<file path="config.mk">
export PLATFORM = sky130hd
export DESIGN_NAME = ci_window_sequencer
export DESIGN_NICKNAME = d
export VERILOG_FILES = /design/src/rtl/mrelbp_pkg.sv /design/src/rtl/ci_delay_line.sv /design/src/rtl/ci_window_sequencer.sv
export SDC_FILE = /design/constraint.sdc
export NUM_CORES = 1
export LEC_CHECK = 0
export CAP_MARGIN = 10
export CORE_UTILIZATION = 40
export DETAILED_ROUTE_END_ITERATION = 10
export PLACE_DENSITY = 0.61
export SYNTH_ARGS = -nofsm -noshare
export SYNTH_HDL_FRONTEND = slang
export SYNTH_SLANG_ARGS = --single-unit
export TNS_END_PERCENT = 50
</file>
<file path="constraint.sdc">
create_clock -name clk -period 3 [get_ports clk]
set_input_delay 0.6 -clock clk [delete_from_list [all_inputs] [get_ports clk]]
set_output_delay 0.6 -clock clk [all_outputs]
set_load 0.02 [all_outputs]
</file>
<file path="src/rtl/mrelbp_pkg.sv">
// Shared definitions for the MRELBP centre-intensity window sequencers.
// Holds the sequencer state encoding, the position counter width and
// elaboration-time helpers for window geometry and parameter legality.
package mrelbp_pkg;

    typedef enum logic [1:0] {
        ST_IDLE  = 2'd0,
        ST_FILL  = 2'd1,
        ST_RUN   = 2'd2,
        ST_FLUSH = 2'd3
    } seq_state_t;

    localparam int CNT_W = 10;

    // Number of complete KxK windows in a COLS x ROWS frame.
    function automatic int window_count(input int cols, input int rows, input int k);
        return (cols - k + 1) * (rows - k + 1);
    endfunction

    // Window side must be odd and within the supported radii.
    function automatic bit k_is_legal(input int k);
        return (k >= 3) && (k <= 15) && ((k % 2) == 1);
    endfunction

    // Frame must hold at least one window and fit the position counters.
    function automatic bit dims_are_legal(input int cols, input int rows, input int k);
        return (k <= cols) && (k <= rows) && (cols <= 1024) && (rows <= 1024);
    endfunction

endpackage

</file>
<file path="src/rtl/ci_delay_line.sv">
// Purpose: W-bit, DEPTH-stage shift register with synchronous clear.
// Latency: DEPTH cycles; DEPTH=0 is a wire.
// Backpressure: none, shifts every cycle.
// Ports: clk, rst (sync, active-high), clr (sync flush), d (in), q (out).
module ci_delay_line #(
    parameter int W     = 1,
    parameter int DEPTH = 1
) (
    input  logic         clk,
    input  logic         rst,
    input  logic         clr,
    input  logic [W-1:0] d,
    output logic [W-1:0] q
);

    generate
        if (DEPTH == 0) begin : g_wire
            logic unused_ctl;
            assign unused_ctl = &{1'b0, clk, rst, clr};
            assign q = d;
        end else begin : g_shift
            logic [W-1:0] sr [DEPTH];

            always_ff @(posedge clk) begin
                if (rst || clr) begin
                    for (int i = 0; i < DEPTH; i++) sr[i] <= '0;
                end else begin
                    sr[0] <= d;
                    for (int i = 1; i < DEPTH; i++) sr[i] <= sr[i-1];
                end
            end

            assign q = sr[DEPTH-1];
        end
    endgenerate

endmodule

</file>
<file path="src/rtl/ci_window_sequencer.sv">
// Purpose: raster-scan sequencer driving one KxK running-sum datapath (load/accumulate/slide).
// Latency: enables, window valid and position 1 cycle after valid_i; done_o 1+DP_LAT cycles.
// Backpressure: none; gaps in valid_i freeze position and state, no enables issued.
// Ports: clk, rst (sync, active-high); valid_i/sof_i pixel strobe in; ld_en/cum_en/sum_en
//        datapath enables; win_valid_o, col_o, row_o current pixel; done_o, frame_done_o,
//        busy_o, sof_err_o status.
module ci_window_sequencer
    import mrelbp_pkg::*;
#(
    parameter int COLS   = 15,
    parameter int ROWS   = 15,
    parameter int K      = 13,
    parameter int DP_LAT = 2
) (
    input  logic             clk,
    input  logic             rst,
    input  logic             valid_i,
    input  logic             sof_i,
    output logic             ld_en,
    output logic             cum_en,
    output logic             sum_en,
    output logic             win_valid_o,
    output logic [CNT_W-1:0] col_o,
    output logic [CNT_W-1:0] row_o,
    output logic             done_o,
    output logic             frame_done_o,
    output logic             busy_o,
    output logic             sof_err_o
);

    generate
        if (!k_is_legal(K) || !dims_are_legal(COLS, ROWS, K) || DP_LAT < 0 || DP_LAT > 7) begin : g_bad_params
            $error("ci_window_sequencer: illegal COLS/ROWS/K/DP_LAT combination");
        end
    endgenerate

    localparam logic [CNT_W-1:0] LAST_COL   = CNT_W'(COLS - 1);
    localparam logic [CNT_W-1:0] LAST_ROW   = CNT_W'(ROWS - 1);
    localparam logic [CNT_W-1:0] K_M1       = CNT_W'(K - 1);
    localparam logic [3:0]       FLUSH_LOAD = 4'(DP_LAT + 1);

    seq_state_t       state, state_nxt;
    logic [CNT_W-1:0] nxt_col, nxt_row;   // position the next in-frame pixel takes
    logic [3:0]       flush_cnt;          // cycles until the last window leaves done_o

    logic             new_frame, abort, last_pix, load_flush;
    logic [CNT_W-1:0] pix_col, pix_row;
    logic             ld_nxt, cum_nxt, sum_nxt, win_nxt;

    // A pixel outside an active frame, or carrying sof, is always (0,0).
    always_comb begin
        new_frame  = (state == ST_IDLE) || (state == ST_FLUSH) || sof_i;
        abort      = valid_i && sof_i && ((state == ST_FILL) || (state == ST_RUN));
        pix_col    = new_frame ? '0 : nxt_col;
        pix_row    = new_frame ? '0 : nxt_row;
        last_pix   = (pix_col == LAST_COL) && (pix_row == LAST_ROW);
        load_flush = valid_i && !sof_i && (state == ST_RUN) && last_pix;
    end

    always_ff @(posedge clk) begin
        if (rst) state <= ST_IDLE;
        else     state <= state_nxt;
    end

    always_comb begin
        state_nxt = state;
        ld_nxt    = valid_i && (pix_col == '0);
        cum_nxt   = valid_i && (pix_col != '0) && (pix_col <= K_M1);
        sum_nxt   = valid_i && (pix_col > K_M1);
        win_nxt   = valid_i && (pix_row >= K_M1) && (pix_col >= K_M1);
        case (state)
            ST_IDLE: begin
                if (valid_i) state_nxt = ST_FILL;
            end
            ST_FILL: begin
                if (valid_i && !sof_i && (pix_row == K_M1) && (pix_col == '0))
                    state_nxt = ST_RUN;
            end
            ST_RUN: begin
                if (abort)           state_nxt = ST_FILL;
                else if (load_flush) state_nxt = ST_FLUSH;
            end
            ST_FLUSH: begin
                if (valid_i)                state_nxt = ST_FILL;
                else if (flush_cnt == 4'd1) state_nxt = ST_IDLE;
            end
            default: state_nxt = ST_IDLE;
        endcase
    end

    logic win_q;

    always_ff @(posedge clk) begin
        if (rst) begin
            nxt_col      <= '0;
            nxt_row      <= '0;
            flush_cnt    <= '0;
            ld_en        <= 1'b0;
            cum_en       <= 1'b0;
            sum_en       <= 1'b0;
            win_q        <= 1'b0;
            col_o        <= '0;
            row_o        <= '0;
            frame_done_o <= 1'b0;
            busy_o       <= 1'b0;
            sof_err_o    <= 1'b0;
        end else begin
            ld_en        <= ld_nxt;
            cum_en       <= cum_nxt;
            sum_en       <= sum_nxt;
            win_q        <= win_nxt;
            sof_err_o    <= abort;
            busy_o       <= (state_nxt != ST_IDLE);
            frame_done_o <= (flush_cnt == 4'd1);

            // The flush countdown keeps running across a new frame started in
            // FLUSH so the previous frame still reports completion.
            if (load_flush)            flush_cnt <= FLUSH_LOAD;
            else if (flush_cnt != '0)  flush_cnt <= flush_cnt - 4'd1;

            if (valid_i) begin
                col_o <= pix_col;
                row_o <= pix_row;
                if (pix_col == LAST_COL) begin
                    nxt_col <= '0;
                    nxt_row <= last_pix ? '0 : pix_row + CNT_W'(1);
                end else begin
                    nxt_col <= pix_col + CNT_W'(1);
                    nxt_row <= pix_row;
                end
            end
        end
    end

    assign win_valid_o = win_q;

    // Windows of an abandoned frame must not reach the datapath consumer.
    ci_delay_line #(.W(1), .DEPTH(DP_LAT)) u_done_dly (
        .clk (clk),
        .rst (rst),
        .clr (abort),
        .d   (win_q),
        .q   (done_o)
    );

endmodule

</file>
== Word level (Yosys, flattened, before mapping) ==
Memory sizes are Yosys's and may differ from the RTL's.
Index checks and enable logic that the tools add are counted.
Storage, ports and cells
  input port bits: 4
  word-level logic and storage cells: 76
  memories kept: 1
  output and inout port bits: 28
  bits in registers: 53
  RAM bits: 2
Memories
  u_done_dly.g_shift.sr: words 2, width 1, rd ports 2, clocked after Yosys merged registers in 0, wr ports 2, RTL line ci_delay_line.sv:22  | logic [W-1:0] sr [DEPTH];
Cells by class
  bitwise gates (word level): 2
  equal/unequal tests: 7
  reductions and logical operators: 26
  add/subtract/negate cells: 3
  muxes and demuxes: 19
  magnitude comparators: 4
Operator list (number)
  $mux 10: 5
  $eq 10x4->1 const B: 3
  $add 10x1->10 const B: 2
  $ge 10x4->1 const B: 2
  $mux 2: 8
  $logic_and 1x1->1: 14
  $gt 10x4->1 const B: 1
  $le 10x4->1 const B: 1
  $logic_not 10->1: 1
  $reduce_bool 10->1: 1
  $pmux 2 s4: 1
  $mux 1: 5
  $eq 2x2->1 const B: 2
  $eq 4x1->1 const B: 1
  $logic_or 1x1->1: 4
  $reduce_bool 2->1: 2
  $reduce_bool 4->1: 1
  $sub 4x1->4 const B: 1
  $eq 2x1->1 const B: 1
  $logic_not 2->1: 1
  $or 1x1->1: 2
  $reduce_or 2->1: 1
  $logic_not 1->1: 1

== Logic depth before layout (Yosys ltp) ==
Gate-level depths: netlist (run 1).
  depth in word-level cells: 11
  depth in mapped cells: 12
  depth with buffers taken out: 11

== By module ==
From an unflattened synthesis (run 1), not the netlist that was laid out.
Unflattened totals
  cell total of the unflattened synthesis: 345
  area total of the unflattened synthesis: 2797.7 um^2
Modules (own cells, without submodules)
  ci_window_sequencer: sequential area each 1061.0 um^2, times used 1, area each 2742.6 um^2, cells an instance 341
  ci_delay_line: sequential area each 40.0 um^2, times used 1, area each 55.1 um^2, cells an instance 4

== Least setup slack after synthesis (run 1) ==
No wires, ideal clock.
  path type: register to register
  start: register state[0]
  end: register busy_o
  data required time: 2.927 ns
  clock period less this slack: 2.930 ns
  setup slack: 0.070 ns
  arrival: 2.857 ns
  stages on the path, launching flop included: 13
  cells stage by stage: dfxtp_1 inv_1 ha_1 nor2b_1 clkbuf_1 nand2_1 inv_1 ha_1 and3_1 nand3_2 or4_4 a311o_1 o211ai_2
On the way
  cells in the longest elaborated chain, start to end: 11
Ends and longest elaborated chain
  from (decl): RTL line ci_window_sequencer.sv:42  | seq_state_t state, state_nxt;
  from (signal assigned): RTL line ci_window_sequencer.sv:62  | else state <= state_nxt;
  $eq 2x2->1 / $logic_not 2->1 (equally long branches): RTL line ci_window_sequencer.sv:52  | new_frame = (state == ST_IDLE) || (state == ST_FLUSH) || sof_i;
  $logic_or 1x1->1 (*) (2 in series): RTL line ci_window_sequencer.sv:52
  $mux 10 (*): RTL line ci_window_sequencer.sv:54  | pix_col = new_frame ? '0 : nxt_col;
  net pix_col[1]: RTL line ci_window_sequencer.sv:47  | logic [CNT_W-1:0] pix_col, pix_row;
  $eq 10x4->1: RTL line ci_window_sequencer.sv:56  | last_pix = (pix_col == LAST_COL) && (pix_row == LAST_ROW);
  $logic_and 1x1->1: RTL line ci_window_sequencer.sv:56
  $logic_and 1x1->1: RTL line ci_window_sequencer.sv:57  | load_flush = valid_i && !sof_i && (state == ST_RUN) && last_pix;
  $mux 2: RTL line ci_window_sequencer.sv:81  | else if (load_flush) state_nxt = ST_FLUSH;
  $mux 2: RTL line ci_window_sequencer.sv:80  | if (abort) state_nxt = ST_FILL;
  $pmux 2 s4 (*): RTL line ci_window_sequencer.sv:71  | case (state)
  $reduce_bool 2->1 (*): RTL line ci_window_sequencer.sv:113  | busy_o <= (state_nxt != ST_IDLE);
  to (signal assigned): RTL line ci_window_sequencer.sv:113
  to (decl): RTL line ci_window_sequencer.sv:27  | output logic busy_o,
The timed path passes the listed nets; every way through them passes the cells marked *.
A chain may end at the register's enable or synchronous reset.

== Worst setup path after layout (run 1) ==
  start: register state[1]
  end: register busy_o
The elaborated chain is that of the path after synthesis.

==> key figures, run 1 <==
Status
  – Status: finished, final reports clean

Routing
  – WL per Instance: 14.54 microns
  – Vias/cell: 5.489
  – Residual DRC count: 0
  – WL met2: 2.882 mm
  – Post-route ant nets: 0
  – Pre-antenna DRT Iters: 4
  – Met3 wire len: 264 microns
  – Iter 0 DRT Violations: 117
  – Vias: 2,613
  – Top sig layer: met4
  – WL met1: 3.667 mm
  – Final WL: 6.921 mm

Critical path
  – Worst path required time: 3.24 ns
  – Worst Setup End Kind: register
  – CP max stage delay: 0.58 ns
  – Slowest CP cell: or4_4
  – Crit-path cells: inv_1 > ha_1 > nor2b_4 > nand2_1 > inv_1 > ha_1 > and3_1 > nand3_2 > or4_4 > a311o_1 > o211ai_2
  – CP startpoint kind: register
  – Critical Path AT: 3.00 ns
  – CP Class: reg -> reg
  – Worst-path fanout max: 5

Timing
  – Clock Skews: 0.01358 ns
  – Crit path time final: 2.757 ns
  – Setup total negative slack: 0 ns
  – Max Slew Vio Count: 0
  – WHS: 0.4678 ns
  – Final Hold Fails: 0
  – Max_slew headroom: 57.55%
  – Period utilization: 91.88%
  – Achievable frequency: 362.8 MHz
  – Finish-stage setup viols: 0
  – Unrepaired setup endpoints after global routing: no
  – Worst slew pin tran: 0.6314 ns

Global route
  – Vias in the first global route: 2,400
  – GRT Util Overall: 19.80%
  – Largest net degree at the start of global routing: 41
  – Initial antenna violation count: 0
  – Global-route wire length before repair: 11.68 mm
  – Grt total ovfl: 0

Logic synthesis
  – Post-synthesis sequential element count: 55
  – Compound-Gate Fraction of Synth Area: 18.20%
  – Synth warn: 0
  – Synth cell types: 58
  – Sequential-to-total area share from yosys stat: 38.87%
  – Synth async-reset ratio: 0%
  – Fraction of synthesized area in multiplexers: 1.767%
  – Main synth FF type: dfxtp_1
  – Number of synthesized flops with an enable pin: 0
  – Synth Area in XOR/XNOR: 0.9276%
  – Post-synthesis adder-cell area fraction: 5.742%
  – Synth Area in Simple Gates: 28.62%
  – Avg Inst Size Synth: 8.211 sq um
  – Synth Net Count: 362
  – Syn Inst Count: 345
  – Mapped Area: 0.002833 sq mm
  – Largest family of logic cells by synthesized area: simple AND/OR/NAND/NOR gates

Cells and area
  – Final core area utilization: 49.69%
  – Fin nets: 396
  – Ant diodes: 0
  – Fraction of layout cells with a size suffix above 1: 12.37%
  – Area Overhead vs Synth: 19.83%
  – Finished Cell Area: 0.003395 sq mm

Clocking
  – CTS tree: done
  – Clock Latency Late Sink: 0.32 ns
  – Worst-path clk slew: 0.10 ns
  – H-tree depth: 2
  – TritonCTS Sinks: 55
  – CTS root buffer: clkbuf_8
  – TritonCTS Buffers: 5
  – Setup bufs post-CTS: 0
  – Clock tree buffer depth: 2

Floorplan
  – Die Area: 0.007423 sq mm
  – Die height: 86.16 microns
  – I/O pin total: 32
  – Initial Util: 41.47%
  – Core Rows: 30
  – Die width: 86.16 microns
  – Core Footprint: 0.006832 sq mm

Placement
  – DP HPWL: 4.850 mm
  – Global placement routability congestion: 0.8363
  – IO Port Bufs: 31
  – Placed cell areas: 0.003289 sq mm

Power and ir drop
  – Power Internal: 0.001073 W
  – Pwr/cell area: 444.1 mW/mm^2
  – Switching Fraction: 28.82%
  – Clock power frac: 29.6%
  – Peak supply drop: 208.0 uV
  – Comb power frac: 17.7%
  – Part of the power in registers: 52.7%
  – Sw Pwr: 0.0004345 W
  – P_leak: 1.271 nW

Hold path
  – Worst hold path type: reg -> reg

Run
  – Max-Cap Viols: 0
## logic make-up (layout without fill, tap and decap cells)
family | Yosys count | count (layout)
AOI/OAI and AO/OA | 78 | 78
xor gates and xnor gates | 3 | 3
adders and majority gates | 13 | 13
buffers and inverters | 36 | 71
DFF | 55 | 55
muxes | 5 | 5
and+or+nand+nor | 155 | 155
## state kept, by name, indices dropped and copies added, names as in the netlist, 2 cells and up
signal / flops
u_done_dly.g_shift.sr: 2
nxt_row: 10
nxt_col: 10
row_o: 10
col_o: 10
flush_cnt: 4
state: 2
## critical path: cells and delay by family, from the launching register on
family / cells / cell delay, ns
and+or+nand+nor: 5 / 1.20
DFF: 1 / 0.42
AOI/OAI and AO/OA: 2 / 0.38
adders and majority gates: 2 / 0.51
buffers and inverters: 2 / 0.18
## power groups by stage
stage	combinational, W	clock [W]	sequential (W)
floorplan	0.000195	0	0.000812
finish	0.000267	0.000446	0.000795
CTS	0.000267	0.000461	0.000794
detailed placement	0.000266	0	0.000811
global route	0.000303	0.000485	0.000799
global placement	0.000264	0	0.000811
## synthesized netlist by cell type (5+ instances only)
cell        n  area share, %
nor2_1     36            4.8
mux2i_1     5            1.8
a21oi_1    25            4.4
nand2_1    42            5.6
o21ai_0    12            2.1
inv_1      12            1.6
a31oi_1    10            2.2
a2bb2oi_1   5            1.5
dfxtp_1    55             39
nand3_1    20            3.5
ha_1       13            5.7
and3_1      5            1.1
nand4_1     5            1.1
nor2b_1     8            1.8
clkbuf_1   17            2.3
or3_1       5            1.1
## routing by layer
metal  vias up  GRT usage, %
li1       1295             -
met1      1255         28.77
met2        54         29.73
met3         9         4.042
met4         0         5.152
met5         -             0
## final timing paths
kind	to	slack [ns]	cells past startpoint	start
max reg2reg	busy_o	0.24	11	state[1]
max	busy_o	0.24	11	state[1]
min	col_o[7]	0.47	2	col_o[7]
min reg2reg	col_o[7]	0.47	2	col_o[7]
## metrics by stage
step	std cells	setup slack (ns)	total power, W
after global placement	468	0.04951	0.001075
after CTS	476	0.1242	0.001522
after global routing	476	0.01158	0.001588
after detailed placement	468	0.03997	0.001076
final	476	0.2435	0.001508
after floorplan	345	0.07014	0.001007
## placed cells by master, fill, tap and decap left out, types with 4 or more instances in the layout
master           instances
mux2i_1                  5
nand2_1                 42
nor4_1                   4
o21ai_0                 12
a2bb2oi_1                5
nor3_1                   4
buf_4                   20
a31oi_1                 10
clkbuf_8                 6
a21oi_1                 25
inv_1                   12
or3_1                    5
dfxtp_1                 54
clkdlybuf4s50_1         30
nor2_1                  36
nand4_1                  5
and3_1                   5
nor2b_1                  7
ha_1                    13
nand3_1                 20
## final cells by class
type	instances	area, sq um
clock buffer	6	82.58
inverter	12	45.04
multi-input combinational	254	1573
timing repair buffer	51	455.4
tap	96	120.1
sequential	55	1102
clock inverter	2	16.27
fill	700	3437
## what timing repair did
| item | 4_1_cts | 5_1_grt |
|---|---|---|
| hold buffers | 0 | 0 |
| setup endpoints to repair | 0 | 4 |
| resized for setup | 0 | 2 |
Power figures use the tool's default switching activity.
==> inputs of run 2 (changes only) <==
CORE_MARGIN = 5   (was unset)
DONT_BUFFER_PORTS = 1   (was unset)
PLACE_DENSITY = 0.55   (was 0.61)
==> run 2 against run 1 <==
  * Largest cell class unchanged
  * Critical endpoint unchanged
  * Critical path depth stayed put
  * Sequential share of layout area rose by 4.5 points
  * Critical path type unchanged
  * First-iteration DRC count up 74%
  * Highest routed layer unchanged
  * Largest power group unchanged
  * Final cell count decreased by 9.5%
==> key figures, run 2 (same netlist as run 1, synthesis figures left out) <==
Routing
  – Vias/cell: 5.494 (about the same)
  – Post-route ant nets: 0 (unchanged)
  – Pre-antenna DRT Iters: 4 (unchanged)
  – WL per Instance: 15.41 microns (+6.0%)
  – Final WL: 6.640 mm (-4.1%)
  – Residual DRC count: 0 (unchanged)
  – Vias: 2,368 (-9.4%)
  – Iter 0 DRT Violations: 204 (+74%)

Cells and area
  – Ant diodes: 0 (unchanged)
  – Area Overhead vs Synth: 5.212%
  – Finished Cell Area: 0.002980 sq mm (-12%)
  – Leading cell types in the layout, fill and taps excluded: dfxtp_1, nand2_1, nor2_1
  – Fraction of layout cells with a size suffix above 1: 9.851% (-2.5 points)
  – Fin nets: 352 (-11%)
  – Commonest non-fill, non-tap cell in the layout: dfxtp_1

Floorplan
  – I/O pin total: 32 (unchanged)
  – Core Footprint: 0.006832 sq mm (unchanged)
  – Die height: 94.16 microns (+9.3%)
  – Die width: 94.16 microns (+9.3%)
  – Core Rows: 30 (unchanged)
  – Initial Util: 41.47% (unchanged)
  – Die Area: 0.008865 sq mm (+19%)

Timing
  – Finish-stage setup viols: 0 (unchanged)
  – Worst slew pin tran: 0.8958 ns (+0.2643 ns)
  – Max Slew Vio Count: 0 (unchanged)
  – Period utilization: 92.48% (+0.59 points)
  – Final Hold Fails: 0 (unchanged)
  – Crit path time final: 2.774 ns (+0.01777 ns)
  – Setup total negative slack: 0 ns (unchanged)
  – Max_slew headroom: 40.22% (-17 points)
  – Unrepaired setup endpoints after global routing: no
  – Clock Skews: 0.008784 ns (-0.004795 ns)
  – Achievable frequency: 360.5 MHz (-0.64%)

Critical path
  – CP startpoint kind: register
  – CP Class: reg -> reg
  – Worst-path fanout max: 5 (unchanged)
  – Worst Setup End Kind: register
  – Critical Path AT: 3.01 ns (about the same)
  – Worst path required time: 3.23 ns (about the same)

Clocking
  – Clock Latency Late Sink: 0.30 ns (-0.02 ns)
  – H-tree depth: 2 (unchanged)
  – TritonCTS Sinks: 55 (unchanged)
  – Setup bufs post-CTS: 0 (unchanged)
  – CTS root buffer: clkbuf_8
  – Clock tree buffer depth: 2 (unchanged)
  – TritonCTS Buffers: 5 (unchanged)
  – CTS tree: done
  – Worst-path clk slew: 0.09 ns (about the same)

Status
  – Status: finished, final reports clean

Placement
  – Global placement routability congestion: 0.7675 (-8.2%)
  – DP HPWL: 4.568 mm (-5.8%)
  – IO Port Bufs: 0 (-100%)
  – Placed cell areas: 0.002887 sq mm (-12%)

Power and ir drop
  – P_leak: 1.100 nW (-13%)
  – Part of the power in registers: 56.4% (+3.7 points)
  – Power Internal: 0.001045 W (-2.6%)
  – Sw Pwr: 0.0003757 W (-14%)
  – Switching Fraction: 26.43% (-2.4 points)
  – Comb power frac: 15.1% (-2.6 points)
  – Peak supply drop: 190.1 uV (-8.6%)
  – Pwr/cell area: 476.8 mW/mm^2 (+7.4%)
  – Clock power frac: 28.5% (-1.1 points)
  – Total Power: 0.001421 W (-5.7%)

Run
  – Max-Cap Viols: 0 (unchanged)

Global route
  – GRT Util Overall: 16.05% (-3.8 points)
  – Grt total ovfl: 0 (unchanged)
  – Global-route wire length before repair: 11.45 mm (-2.0%)
  – Vias in the first global route: 2,172 (-9.5%)
  – Initial antenna violation count: 0 (unchanged)
  – Largest net degree at the start of global routing: 55 (+34%)

Hold path
  – Worst hold path type: in -> reg
==> run 2: cell count changes in the layout (fill, tap and decap cells not counted) <==
cell / previous run / this run
nor2b_2: 0 / 1
clkinv_2: 0 / 1
buf_4: 20 / 7
o31ai_1: 2 / 1
nor2b_4: 1 / 0
buf_2: 1 / 0
o31ai_2: 0 / 1
clkinv_4: 1 / 0
clkdlybuf4s50_1: 30 / 0
clkinvlp_4: 1 / 0
==> run 2: cell type report <==
class	instances	area, sq um
well taps	96	120.1
repair buffers	7	52.55
flip-flops and latches	55	1102
multi-input cells	254	1573
clock inverters	1	5.005
inverters	12	45.04
clock buffers	6	82.58
fillers	715	3851
==> run 2: worst paths after layout <==
check	startpoint	endpoint	slack [ns]	depth (start not counted)
setup / recovery	state[1]	busy_o	0.23	11
hold / removal	rst	flush_cnt[1]	0.36	1
setup reg to reg	state[1]	busy_o	0.23	11
hold reg to reg	u_done_dly.g_shift.sr[0][0]	u_done_dly.g_shift.sr[0][1]	0.46	1
==> run 2: power by group through the flow <==
stage / Clock, W / Sequential, W / Combinational, W
CTS: 0.000425 / 0.000802 / 0.000221
floorplan: 0 / 0.000812 / 0.000195
detailed placement: 0 / 0.000819 / 0.000218
global placement: 0 / 0.000818 / 0.000215
finish: 0.000405 / 0.000801 / 0.000215
global route: 0.000458 / 0.000808 / 0.000255
==> run 2: worst max-delay path, cell delays in order, from the launching register on <==
cell and delay, ns:
dfxtp_1 0.40, inv_1 0.08, ha_1 0.34, nor2b_2 0.23
nand2_1 0.10, inv_1 0.11, ha_1 0.16, and3_1 0.22
nand3_2 0.11, or4_4 0.58, a311o_1 0.32, o211ai_2 0.07
==> run 2: metrics by stage <==
stage / hold WS, ns / std cells / setup WS, ns / utilization, %
2_1_floorplan: 0.4421 / 345 / 0.07014 / -
3_3_place_gp: 0.4470 / 424 / 0.2627 / 42.25
3_5_place_dp: 0.4475 / 424 / 0.1955 / 42.25
4_1_cts: 0.3483 / 431 / 0.1525 / 43.53
5_1_grt: 0.3285 / 431 / 0.04000 / 43.63
6_report: 0.3566 / 431 / 0.2257 / 43.63
==> run 2: routing by layer <==
layer  share of wire (%)  vias up  GRT usage, %
met4                0.57        0         3.610
met1                  49     1088         23.82
li1                    -     1213             -
met2                  44       63         23.11
met3                 7.0        4         4.006
met5                   0        -             0
==> run 2: repair_timing <==
| item | CTS | global route |
|---|---|---|
| resized for setup | 0 | 2 |
| setup endpoints to repair | 0 | 5 |
| hold buffers | 0 | 0 |
| endpoints found under the hold margin | 0 | 0 |
